==> config.mk <==
export PLATFORM = sky130hd
export DESIGN_NAME = frame_scan_addr_flat
export DESIGN_NICKNAME = d
export VERILOG_FILES = /design/src/rtl/frame_scan_addr_pkg.sv /design/src/rtl/frame_scan_addr_if.sv /design/src/rtl/scan_delay_line.sv /design/src/rtl/frame_scan_addr.sv /design/src/flat_wrapper.sv
export SDC_FILE = /design/constraint.sdc
export NUM_CORES = 1
export LEC_CHECK = 0
export ABC_CLOCK_PERIOD_IN_PS = 2200
export BUFFER_PORTS_ARGS = -buffer_cell sky130_fd_sc_hd__buf_4
export CORE_ASPECT_RATIO = 1.75
export CORE_UTILIZATION = 55
export CTS_BUF_LIST = sky130_fd_sc_hd__clkbuf_2
export CTS_CLUSTER_SIZE = 40
export DETAILED_ROUTE_END_ITERATION = 12
export PLACE_DENSITY_LB_ADDON = 0.25
export SYNTH_ARGS = -nofsm -noshare
export SYNTH_HDL_FRONTEND = slang
export SYNTH_HIERARCHICAL = 1
export SYNTH_SLANG_ARGS = --single-unit
==> constraint.sdc <==
create_clock -name clk -period 2.2 [get_ports clk]
set_input_delay 0.66 -clock clk [delete_from_list [all_inputs] [get_ports clk]]
set_output_delay 0.66 -clock clk [all_outputs]
set_load 0.01 [all_outputs]
==> src/rtl/frame_scan_addr_pkg.sv <==
// frame_scan_addr_pkg: shared types and default geometry for the frame
// scan address generator (state encoding, marker bundle, counter sizing).
package frame_scan_addr_pkg;

  typedef enum logic [1:0] {
    ST_IDLE   = 2'd0,
    ST_ACTIVE = 2'd1,
    ST_HGAP   = 2'd2,
    ST_VGAP   = 2'd3
  } scan_state_e;

  // Default geometry: 40 words x 480 lines of a 16-bit addressed memory.
  localparam int FRAME_ADDR_W  = 16;
  localparam int FRAME_H_WORDS = 40;
  localparam int FRAME_V_LINES = 480;

  // Per-read markers travelling alongside the memory latency.
  typedef struct packed {
    logic rd;   // read issued
    logic ls;   // first word of a line
    logic fs;   // first word of a frame
  } mark_t;

  // Bits needed to count 0..n-1 (never less than one bit).
  function automatic int cnt_w(input int n);
    return (n > 1) ? $clog2(n) : 1;
  endfunction

endpackage

==> src/rtl/frame_scan_addr_if.sv <==
// frame_scan_addr_if: control inputs and memory-port/marker outputs of
// frame_scan_addr. With FRAME_DBUF_EN defined it also carries the
// swap_req / buf_sel double-buffer pair.
interface frame_scan_addr_if
  import frame_scan_addr_pkg::*;
#(
  parameter int ADDR_W = FRAME_ADDR_W
);
  logic              ce;
  logic              run;
  logic [ADDR_W-1:0] addr;
  logic              rd_en;
  logic              data_valid;
  logic              line_start;
  logic              frame_start;
  logic              busy;
`ifdef FRAME_DBUF_EN
  logic              swap_req;
  logic              buf_sel;
`endif

  // Upstream controller / memory consumer side.
  modport master (
`ifdef FRAME_DBUF_EN
    output swap_req,
    input  buf_sel,
`endif
    output ce, run,
    input  addr, rd_en, data_valid, line_start, frame_start, busy
  );

  // Address generator side.
  modport slave (
`ifdef FRAME_DBUF_EN
    input  swap_req,
    output buf_sel,
`endif
    input  ce, run,
    output addr, rd_en, data_valid, line_start, frame_start, busy
  );
endinterface

==> src/rtl/scan_delay_line.sv <==
// scan_delay_line: DEPTH-stage shift register, clocked every clk
// (independent of the clock enable), cleared by the async reset.
module scan_delay_line #(
  parameter int DEPTH = 1,
  parameter int WIDTH = 3
) (
  input  logic             clk,
  input  logic             reset,
  input  logic [WIDTH-1:0] d_i,
  output logic [WIDTH-1:0] q_o
);
  logic [DEPTH-1:0][WIDTH-1:0] sr_q;

  // Shift one stage per clk; stage 0 takes the new input.
  always_ff @(posedge clk or negedge reset) begin
    if (!reset) begin
      sr_q <= '0;
    end else begin
      sr_q[0] <= d_i;
      for (int i = 1; i < DEPTH; i++) sr_q[i] <= sr_q[i-1];
    end
  end

  assign q_o = sr_q[DEPTH-1];
endmodule

==> src/rtl/frame_scan_addr.sv <==
// frame_scan_addr: raster address generator for the frame block memory.
// Walks H_WORDS x V_LINES words with H_GAP idle ticks between lines and
// V_GAP idle ticks after the frame, advancing only on ce ticks. Markers
// are delayed MEM_LAT clks to line up with the memory's registered dout.
// Optional macro FRAME_DBUF_EN: double buffering via swap_req / buf_sel,
// base address toggling between 0 and 2^(ADDR_W-1) at frame boundaries.
module frame_scan_addr
  import frame_scan_addr_pkg::*;
#(
  parameter int ADDR_W  = FRAME_ADDR_W,
  parameter int H_WORDS = FRAME_H_WORDS,
  parameter int V_LINES = FRAME_V_LINES,
  parameter int H_GAP   = 8,
  parameter int V_GAP   = 16,
  parameter int MEM_LAT = 1
) (
  input logic              clk,
  input logic              reset,
  frame_scan_addr_if.slave bus
);
  localparam int XW = cnt_w(H_WORDS);
  localparam int YW = cnt_w(V_LINES);
  localparam int GW = cnt_w((H_GAP > V_GAP) ? H_GAP : V_GAP);

  localparam logic [XW-1:0] X_LAST  = XW'(H_WORDS - 1);
  localparam logic [YW-1:0] Y_LAST  = YW'(V_LINES - 1);
  localparam logic [GW-1:0] HG_LAST = GW'(H_GAP - 1);
  localparam logic [GW-1:0] VG_LAST = GW'(V_GAP - 1);

  scan_state_e       state_q, state_d;
  logic [XW-1:0]     x_q, x_d;
  logic [YW-1:0]     y_q, y_d;
  logic [GW-1:0]     g_q, g_d;
  logic [ADDR_W-1:0] addr_q, addr_d;
  logic              rd_q, rd_d;
  logic              ls_q, ls_d;
  logic              fs_q, fs_d;

  // base_cur: buffer of the frame in progress (used when leaving IDLE).
  // base_nxt: buffer of the next frame once any pending swap is applied.
  logic [ADDR_W-1:0] base_cur, base_nxt;

`ifdef FRAME_DBUF_EN
  localparam logic [ADDR_W-1:0] HALF = ADDR_W'(1) << (ADDR_W - 1);

  logic sel_q, sel_d;
  logic pend_q, pend_d;
  logic swap_now;

  // A request arriving on the very cycle of the frame boundary still counts.
  assign swap_now    = pend_q | bus.swap_req;
  assign base_cur    = sel_q ? HALF : '0;
  assign base_nxt    = (sel_q ^ swap_now) ? HALF : '0;
  assign bus.buf_sel = sel_q;
`else
  assign base_cur = '0;
  assign base_nxt = '0;
`endif

  // Next-state: everything holds unless ce; rd/markers are one-clk pulses.
  always_comb begin
    state_d = state_q;
    x_d     = x_q;
    y_d     = y_q;
    g_d     = g_q;
    addr_d  = addr_q;
    rd_d    = 1'b0;
    ls_d    = 1'b0;
    fs_d    = 1'b0;
`ifdef FRAME_DBUF_EN
    sel_d   = sel_q;
    pend_d  = swap_now;
`endif
    if (bus.ce) begin
      case (state_q)
        ST_IDLE: begin
          if (bus.run) begin
            state_d = ST_ACTIVE;
            addr_d  = base_cur;
            x_d     = '0;
            y_d     = '0;
            rd_d    = 1'b1;
            ls_d    = 1'b1;
            fs_d    = 1'b1;
          end
        end
        ST_ACTIVE: begin
          // The read for (x_q, addr_q) is already out; step past it.
          addr_d = addr_q + 1'b1;
          if (x_q == X_LAST) begin
            g_d     = '0;
            state_d = (y_q == Y_LAST) ? ST_VGAP : ST_HGAP;
          end else begin
            x_d  = x_q + 1'b1;
            rd_d = 1'b1;
          end
        end
        ST_HGAP: begin
          if (g_q == HG_LAST) begin
            // addr_q already points at the first word of the next line.
            state_d = ST_ACTIVE;
            x_d     = '0;
            y_d     = y_q + 1'b1;
            rd_d    = 1'b1;
            ls_d    = 1'b1;
          end else begin
            g_d = g_q + 1'b1;
          end
        end
        ST_VGAP: begin
          if (g_q == VG_LAST) begin
            // Only frame boundary: run is sampled and the buffer may swap.
`ifdef FRAME_DBUF_EN
            sel_d  = sel_q ^ swap_now;
            pend_d = 1'b0;
`endif
            x_d = '0;
            y_d = '0;
            if (bus.run) begin
              state_d = ST_ACTIVE;
              addr_d  = base_nxt;
              rd_d    = 1'b1;
              ls_d    = 1'b1;
              fs_d    = 1'b1;
            end else begin
              state_d = ST_IDLE;
            end
          end else begin
            g_d = g_q + 1'b1;
          end
        end
        default: state_d = ST_IDLE;
      endcase
    end
  end

  // State, counters and registered memory-port outputs.
  always_ff @(posedge clk or negedge reset) begin
    if (!reset) begin
      state_q <= ST_IDLE;
      x_q     <= '0;
      y_q     <= '0;
      g_q     <= '0;
      addr_q  <= '0;
      rd_q    <= 1'b0;
      ls_q    <= 1'b0;
      fs_q    <= 1'b0;
    end else begin
      state_q <= state_d;
      x_q     <= x_d;
      y_q     <= y_d;
      g_q     <= g_d;
      addr_q  <= addr_d;
      rd_q    <= rd_d;
      ls_q    <= ls_d;
      fs_q    <= fs_d;
    end
  end

`ifdef FRAME_DBUF_EN
  // Buffer select and sticky swap request.
  always_ff @(posedge clk or negedge reset) begin
    if (!reset) begin
      sel_q  <= 1'b0;
      pend_q <= 1'b0;
    end else begin
      sel_q  <= sel_d;
      pend_q <= pend_d;
    end
  end
`endif

  mark_t mk_in, mk_out;
  assign mk_in = {rd_q, ls_q, fs_q};

  scan_delay_line #(
    .DEPTH(MEM_LAT),
    .WIDTH($bits(mark_t))
  ) u_dly (
    .clk  (clk),
    .reset(reset),
    .d_i  (mk_in),
    .q_o  (mk_out)
  );

  assign bus.addr        = addr_q;
  assign bus.rd_en       = rd_q;
  assign bus.data_valid  = mk_out.rd;
  assign bus.line_start  = mk_out.ls;
  assign bus.frame_start = mk_out.fs;
  assign bus.busy        = (state_q != ST_IDLE);
endmodule

==> src/flat_wrapper.sv <==
// flat-port wrapper written by rule: the top's interface ports become plain ports
module frame_scan_addr_flat import frame_scan_addr_pkg::*;
#(
  parameter int ADDR_W  = FRAME_ADDR_W,
  parameter int H_WORDS = FRAME_H_WORDS,
  parameter int V_LINES = FRAME_V_LINES,
  parameter int H_GAP   = 8,
  parameter int V_GAP   = 16,
  parameter int MEM_LAT = 1
)
  (clk, reset, bus_ce, bus_run, bus_addr, bus_rd_en, bus_data_valid, bus_line_start, bus_frame_start, bus_busy);
  frame_scan_addr_if #(.ADDR_W(ADDR_W)) bus_i ();
  input logic clk;
  input logic reset;
  input wire logic [$bits(bus_i.ce)-1:0] bus_ce;
  input wire logic [$bits(bus_i.run)-1:0] bus_run;
  output wire logic [$bits(bus_i.addr)-1:0] bus_addr;
  output wire logic [$bits(bus_i.rd_en)-1:0] bus_rd_en;
  output wire logic [$bits(bus_i.data_valid)-1:0] bus_data_valid;
  output wire logic [$bits(bus_i.line_start)-1:0] bus_line_start;
  output wire logic [$bits(bus_i.frame_start)-1:0] bus_frame_start;
  output wire logic [$bits(bus_i.busy)-1:0] bus_busy;
  assign bus_i.ce = bus_ce;
  assign bus_i.run = bus_run;
  assign bus_addr = bus_i.addr;
  assign bus_rd_en = bus_i.rd_en;
  assign bus_data_valid = bus_i.data_valid;
  assign bus_line_start = bus_i.line_start;
  assign bus_frame_start = bus_i.frame_start;
  assign bus_busy = bus_i.busy;
  frame_scan_addr #(.ADDR_W(ADDR_W), .H_WORDS(H_WORDS), .V_LINES(V_LINES), .H_GAP(H_GAP), .V_GAP(V_GAP), .MEM_LAT(MEM_LAT)) u_core (.clk(clk), .reset(reset), .bus(bus_i));
endmodule
==> results_dict.tcl, run 1 <==
set metrics [dict create \
    outcome "complete, no violations" \
    hpwlAfterDp_mm 4.099 \
    synth_top_area_cell "dfrtp_1" \
    die_x_um 53.07 \
    period_needed_ps 2102 \
    dpl_cell_area_sq_um 2769 \
    fmax_ghz 0.4757 \
    h-tree-depth 2 \
    antenna_found_initial 0 \
    ys_ff_latch 43 \
    maxCapViolations 0 \
    max_stage_delay_ps 470 \
    reg2reg_slack_ps 210 \
    rsz0062_at_grt "false" \
    path_clk_slew_ps 220 \
    grt_pass1_wl_mm 9.480 \
    hold_viol 0 \
    clockBufferDepth 2 \
    wl_met3_um 127 \
    ys_types 52 \
    rows 32 \
    numCtsBuffers 5 \
    start_util_pct 56.99 \
    pwr-share-comb_pct 36.4 \
    final_area_sq_um 2863 \
    fin_util_pct 65.00 \
    max-vdd-ir-drop_uv 589.3 \
    vias 2283 \
    switchingPower_mw 0.9797 \
    cts_tree "done" \
    cp_data_arrival_time_ps 1440 \
    synth-edff-count 0 \
    wirelength_met1_mm 2.348 \
    p_int_mw 1.659 \
    design_power_total_mw 2.638 \
    fp.dieH_um 91.37 \
    yosysWarnings 6 \
    async_flop_share_pct 100.0 \
    seq_area_frac_synth_pct 42.87 \
    die_area_sq_um 4848 \
    drive_above_1_share_pct 17.16 \
    nNetsFinal 315 \
    fin_cells 354 \
    final_common_cell "dfrtp_1" \
    drv_slew 0 \
    grt-ovfl-total 0 \
    critPathBufInv 3 \
    power_frac_seq_pct 42.1 \
    ys_dominant_reg_cell "dfrtp_1" \
    endpoint_kind "primary output" \
    cp_slowest_cell "dfrtp_1" \
    antenna_left 0 \
    antennaDiodeCount 0 \
    first_pass_iters 4 \
    clockRootBuffer "clkbuf_2" \
    area_growth_syn_to_layout_pct 14.06 \
    wl_per_cell_um 16.21 \
    cp-start-kind "flip-flop" \
    numPortBuffers 24 \
    worstMarginPinSlew_ps 696.9 \
    drc 0 \
    viasPerCell 6.449 \
    crit_family "flip-flops" \
    dpl.cell_count 346 \
    hp-class "in -> async" \
    post-route-period-util_pct 95.56 \
    avgSynthCellArea_sq_um 9.262 \
    wl_met2_mm 3.129 \
    cts.sink_count 43 \
    layout_common_cells "43 x dfrtp_1, 34 x buf_4, 28 x nand2_1, 27 x o21ai_0, 27 x nand3_1" \
    powerDensity_nw_per_um2 921.6 \
    crit_required_ps 1540 \
    grt_pass1_vias 2136 \
    p_clk_share_pct 21.5 \
    cp_cell_sequence "inv_1 > ha_1 > inv_1 > buf_4" \
    path_max_fanout 4 \
    grt.total_usage_pct 25.83 \
    insertion_delay_ps 400 \
    netlist_top_cells_area "dfrtp_1 43%, nand3_1 5.4%, o21ai_0 5.4%" \
    crit_type "reg -> out" \
    drt_iter0_markers 83 \
    fin_skew_ps 14.35 \
    leakagePower_nw 1.230 \
    synth_area_sq_um 2510 \
    sw_frac_of_total_pct 37.13 \
    slew_headroom_pct 53.23 \
    grt_max_degree 44 \
    post_cts.repair.setup_buffers 0 \
    wl_mm 5.740 \
    finalSetupTns_ps 0 \
    setup_viol 0 \
    syn-num-nets 284 \
    cp_common_cell "inv_1" \
    syn_inst 271 \
    synth.top_cell.area_share_pct 42.87 \
    io_pins 25 \
    highest_layer "met4" \
    core_area_sq_um 4404 \
    gp_congestion 0.8898 \
]
## final timing paths
check / startpoint / to / cells after the start
max in group asynchronous: reset / u_core/bus.addr[6]$_DFFE_PN0P_ / 1
worst max-delay path: u_core/state_q[1]$_DFFE_PN0P_ / bus_busy / 4
min in group clk: u_core/ls_q$_DFF_PN0_ / u_core/u_dly/q_o[1]$_DFF_PN0_ / 0
worst min-delay path: reset / u_core/u_dly/q_o[2]$_DFF_PN0_ / 1
worst min register to register: u_core/ls_q$_DFF_PN0_ / u_core/u_dly/q_o[1]$_DFF_PN0_ / 0
worst max register to register: u_core/state_q[1]$_DFFE_PN0P_ / u_core/bus.addr[3]$_DFFE_PN0P_ / 7
## registers in the layout (all words and copies together), names as in the netlist
register	cells
u_core/y_q	9
u_core/ls_q	1
u_core/bus.rd_en	1
u_core/bus.addr	16
u_core/fs_q	1
u_core/state_q	2
u_core/g_q	4
u_core/x_q	6
u_core/u_dly/q_o	3
## power by group through the flow
| stage | Sequential, mW | Clock [mW] | Combinational, mW |
|---|---|---|---|
| after floorplan | 1.11 | 0 | 0.572 |
| after global placement | 1.12 | 0 | 0.930 |
| after detailed placement | 1.12 | 0 | 0.949 |
| after CTS | 1.11 | 0.585 | 0.956 |
| after global routing | 1.13 | 0.611 | 1.07 |
| final | 1.11 | 0.568 | 0.960 |
## synthesized netlist by cell type, types with 2 or more instances
library cell	number
clkbuf_1	4
nand3b_1	3
ha_1	9
nand2b_1	6
or4_1	6
o31ai_1	6
o21ai_0	27
nand4b_1	3
nor2_1	7
a31oi_1	10
and2_1	4
nand2_1	28
and3_1	6
nor3_1	2
o211ai_1	8
a22o_1	2
nand4_1	3
o311ai_0	4
dfrtp_1	43
a21oi_1	11
nand3_1	27
nor2b_1	2
and4_1	3
nor4_1	2
o211a_1	2
buf_2	3
buf_6	2
o21ai_1	2
or3b_2	2
or3_1	5
inv_1	8
## worst reg2reg max path: cells and delay by family (launching register included)
kind / cells / cell delay (ps)
and+or+nand+nor: 1 / 340
AOI/OAI and AO/OA: 3 / 510
buffers and inverters: 2 / 350
DFF: 1 / 470
adders and majority gates: 1 / 260
## kinds of logic after synthesis
logic type      share of synthesized area (%)
compound gates                          22.53
mux                                    0.8474
xor+xnor                               0.3490
fa+ha+maj                               4.487
simple gates                            25.18
flops                                   42.87
buf+inv                                 3.738
## metrics by stage
step           setup WS (ps)  hold WS (ps)
2_1_floorplan          327.2         331.2
3_3_place_gp           268.7         341.6
3_5_place_dp           205.0         338.7
4_1_cts                81.37         210.8
5_1_grt                1.309         221.0
6_report               97.66         211.6
## what timing repair did
item,4_1_cts,5_1_grt
resized for setup,0,1
hold buffers,0,0
setup endpoints to repair,0,3
## metal layers
metal  vias to the layer above  global-route usage (%)
met5                         -                       0
met4                         0                   10.53
met3                        10                   4.355
met2                        44                   45.68
met1                      1139                   29.10
li1                       1090                       -
## final cells by class
class	instances	area (sq um)
fill	390	1541
multi-input combinational	209	1340
sequential	43	1076
timing repair buffer	34	255.2
tap	51	63.81
clock inverter	2	60.06
inverter	9	37.54
clock buffer	6	30.03
(Power assumes the default switching activity.)
==> run 2: changes to the inputs <==
Settings changed: SETUP_SLACK_MARGIN from default to 0.1.
==> run 2 against run 1 <==
Die area unchanged. Critical path depth unchanged. Global-route usage unchanged. Fmax up 3.3%. Design area up 2.3%.
==> results_dict.tcl, run 2 (synthesized netlist as in run 1, its figures left out) <==
set metrics [dict create \
    outcome "complete, no violations" \
    design_power_total_mw 2.707 \
    crit_type "reg -> out" \
    setup_ws_ps 165.2 \
    fin_cells 360 \
    p_clk_share_pct 21.1 \
    clockRootBuffer "clkbuf_2" \
    power_frac_seq_pct 41.1 \
    fin_skew_ps 18.12 \
    pwr-share-comb_pct 37.8 \
    finalSetupTns_ps 0 \
    drive_above_1_share_pct 20.39 \
    maxCapViolations 0 \
    endpoint_kind "primary output" \
    dpl.cell_count 346 \
    largest_reg_flops 16 \
    period_needed_ps 2035 \
    grt_use_met3_pct 4.355 \
    path_clk_slew_ps 210 \
    die_area_sq_um 4848 \
    powerDensity_nw_per_um2 924.5 \
    drt_iter0_markers 100 \
    grt_pass1_vias 2136 \
    cp_data_arrival_time_ps 1370 \
    grt_max_degree 44 \
    layout_common_cells "43 x dfrtp_1, 40 x buf_4, 28 x nand2_1, 27 x o21ai_0, 27 x nand3_1" \
    critPathBufInv 3 \
    hp-class "in -> async" \
    final_area_sq_um 2928 \
    worstMarginPinSlew_ps 542.9 \
    cp_cell_sequence "inv_1 > ha_4 > inv_1 > buf_4" \
    reg2reg_to "u_core/bus.addr[3]$_DFFE_PN0P_" \
    vias 2304 \
    h-tree-depth 2 \
    final_common_cell "dfrtp_1" \
    antenna_found_initial 0 \
    max-vdd-ir-drop_uv 595.6 \
    area_growth_syn_to_layout_pct 16.65 \
    r2r_start "u_core/state_q[0]$_DFFE_PN0P_" \
    hpwlAfterDp_mm 4.099 \
    grt.total_usage_pct 25.83 \
    viasPerCell 6.400 \
    grt_use_met1_pct 29.10 \
    fmax_ghz 0.4914 \
    whs_ps 195.3 \
    drv_slew 0 \
    start_util_pct 56.99 \
    wl_mm 5.841 \
    wl_per_cell_um 16.23 \
    cp_common_cell "inv_1" \
    met2_usage_pct 45.68 \
    nNetsFinal 321 \
    cp-endpoint "bus_busy" \
    fin_util_pct 66.48 \
    rows 32 \
    crit_family "flip-flops" \
    cts.sink_count 43 \
    leakagePower_nw 1.257 \
    setup_viol 0 \
    grt-ovfl-total 0 \
    p_int_mw 1.703 \
    die_x_um 53.07 \
    cp_num_cells 4 \
    cts_tree "done" \
    busiest_layer "met2" \
    post-route-period-util_pct 92.49 \
    cp-start-kind "flip-flop" \
    insertion_delay_ps 420 \
    drc 0 \
    max_stage_delay_ps 450 \
    cp_slowest_cell "dfrtp_1" \
    grt_pass1_wl_mm 9.480 \
    hold_viol 0 \
    slew_headroom_pct 63.81 \
    numCtsBuffers 5 \
    clockBufferDepth 2 \
    gp_congestion 0.8898 \
    core_area_sq_um 4404 \
    switchingPower_mw 1.004 \
    sw_frac_of_total_pct 37.08 \
    reg2reg_slack_ps 200 \
    fp.dieH_um 91.37 \
    crit_required_ps 1540 \
    io_pins 25 \
    first_pass_iters 4 \
    place_ws_ps 205.0 \
    antennaDiodeCount 0 \
    antenna_left 0 \
    dpl_cell_area_sq_um 2769 \
    startpoint "u_core/state_q[1]$_DFFE_PN0P_" \
    path_max_fanout 4 \
    numPortBuffers 24 \
    r2r_cells 7 \
    rsz0062_at_grt "false" \
]
==> run 2: repair_timing <==
item	4_1_cts	5_1_grt
setup buffers	0	6
pin swaps	0	1
setup endpoints to repair	1	9
hold buffers	0	0
resized for setup	1	6
==> run 2: cell type report <==
type	instances	area [sq um]
fill	374	1476
multi-input combinational	209	1360
sequential	43	1076
timing repair buffer	40	300.3
tap	51	63.81
clock inverter	2	60.06
inverter	9	37.54
clock buffer	6	30.03
==> run 2: worst min-delay path by stage <==
| stage | end | from |
|---|---|---|
| after floorplan | u_core/u_dly/q_o[0]$_DFF_PN0_ | u_core/fs_q$_DFF_PN0_ |
| final | u_core/u_dly/q_o[2]$_DFF_PN0_ | reset |
| after detailed placement | u_core/u_dly/q_o[1]$_DFF_PN0_ | u_core/ls_q$_DFF_PN0_ |
| after global routing | u_core/u_dly/q_o[0]$_DFF_PN0_ | reset |
| after global placement | u_core/u_dly/q_o[1]$_DFF_PN0_ | u_core/ls_q$_DFF_PN0_ |
| after CTS | u_core/bus.addr[12]$_DFFE_PN0P_ | reset |
==> run 2: worst reg2reg max path: stages, from the launching register on <==
cell      delay (ps)
dfrtp_1          480
inv_2             90
ha_1             230
o21ba_2          280
o211ai_4         160
buf_4            210
or3_1            340
a21oi_1          140
==> run 2: power groups by stage <==
stage / logic (mW) / clock network (mW) / registers [mW]
after detailed placement: 0.949 / 0 / 1.12
after CTS: 0.959 / 0.585 / 1.11
final: 1.02 / 0.571 / 1.11
after global routing: 1.13 / 0.611 / 1.14
after floorplan: 0.572 / 0 / 1.11
after global placement: 0.930 / 0 / 1.12
==> run 2: layer usage <==
layer / wire [um] / part of all wire, % / up-vias
li1: - / - / 1099
met1: 2420 / 41 / 1149
met2: 3139 / 54 / 45
met3: 139 / 2.4 / 11
met4: 142 / 2.4 / 0
met5: 0 / 0 / -
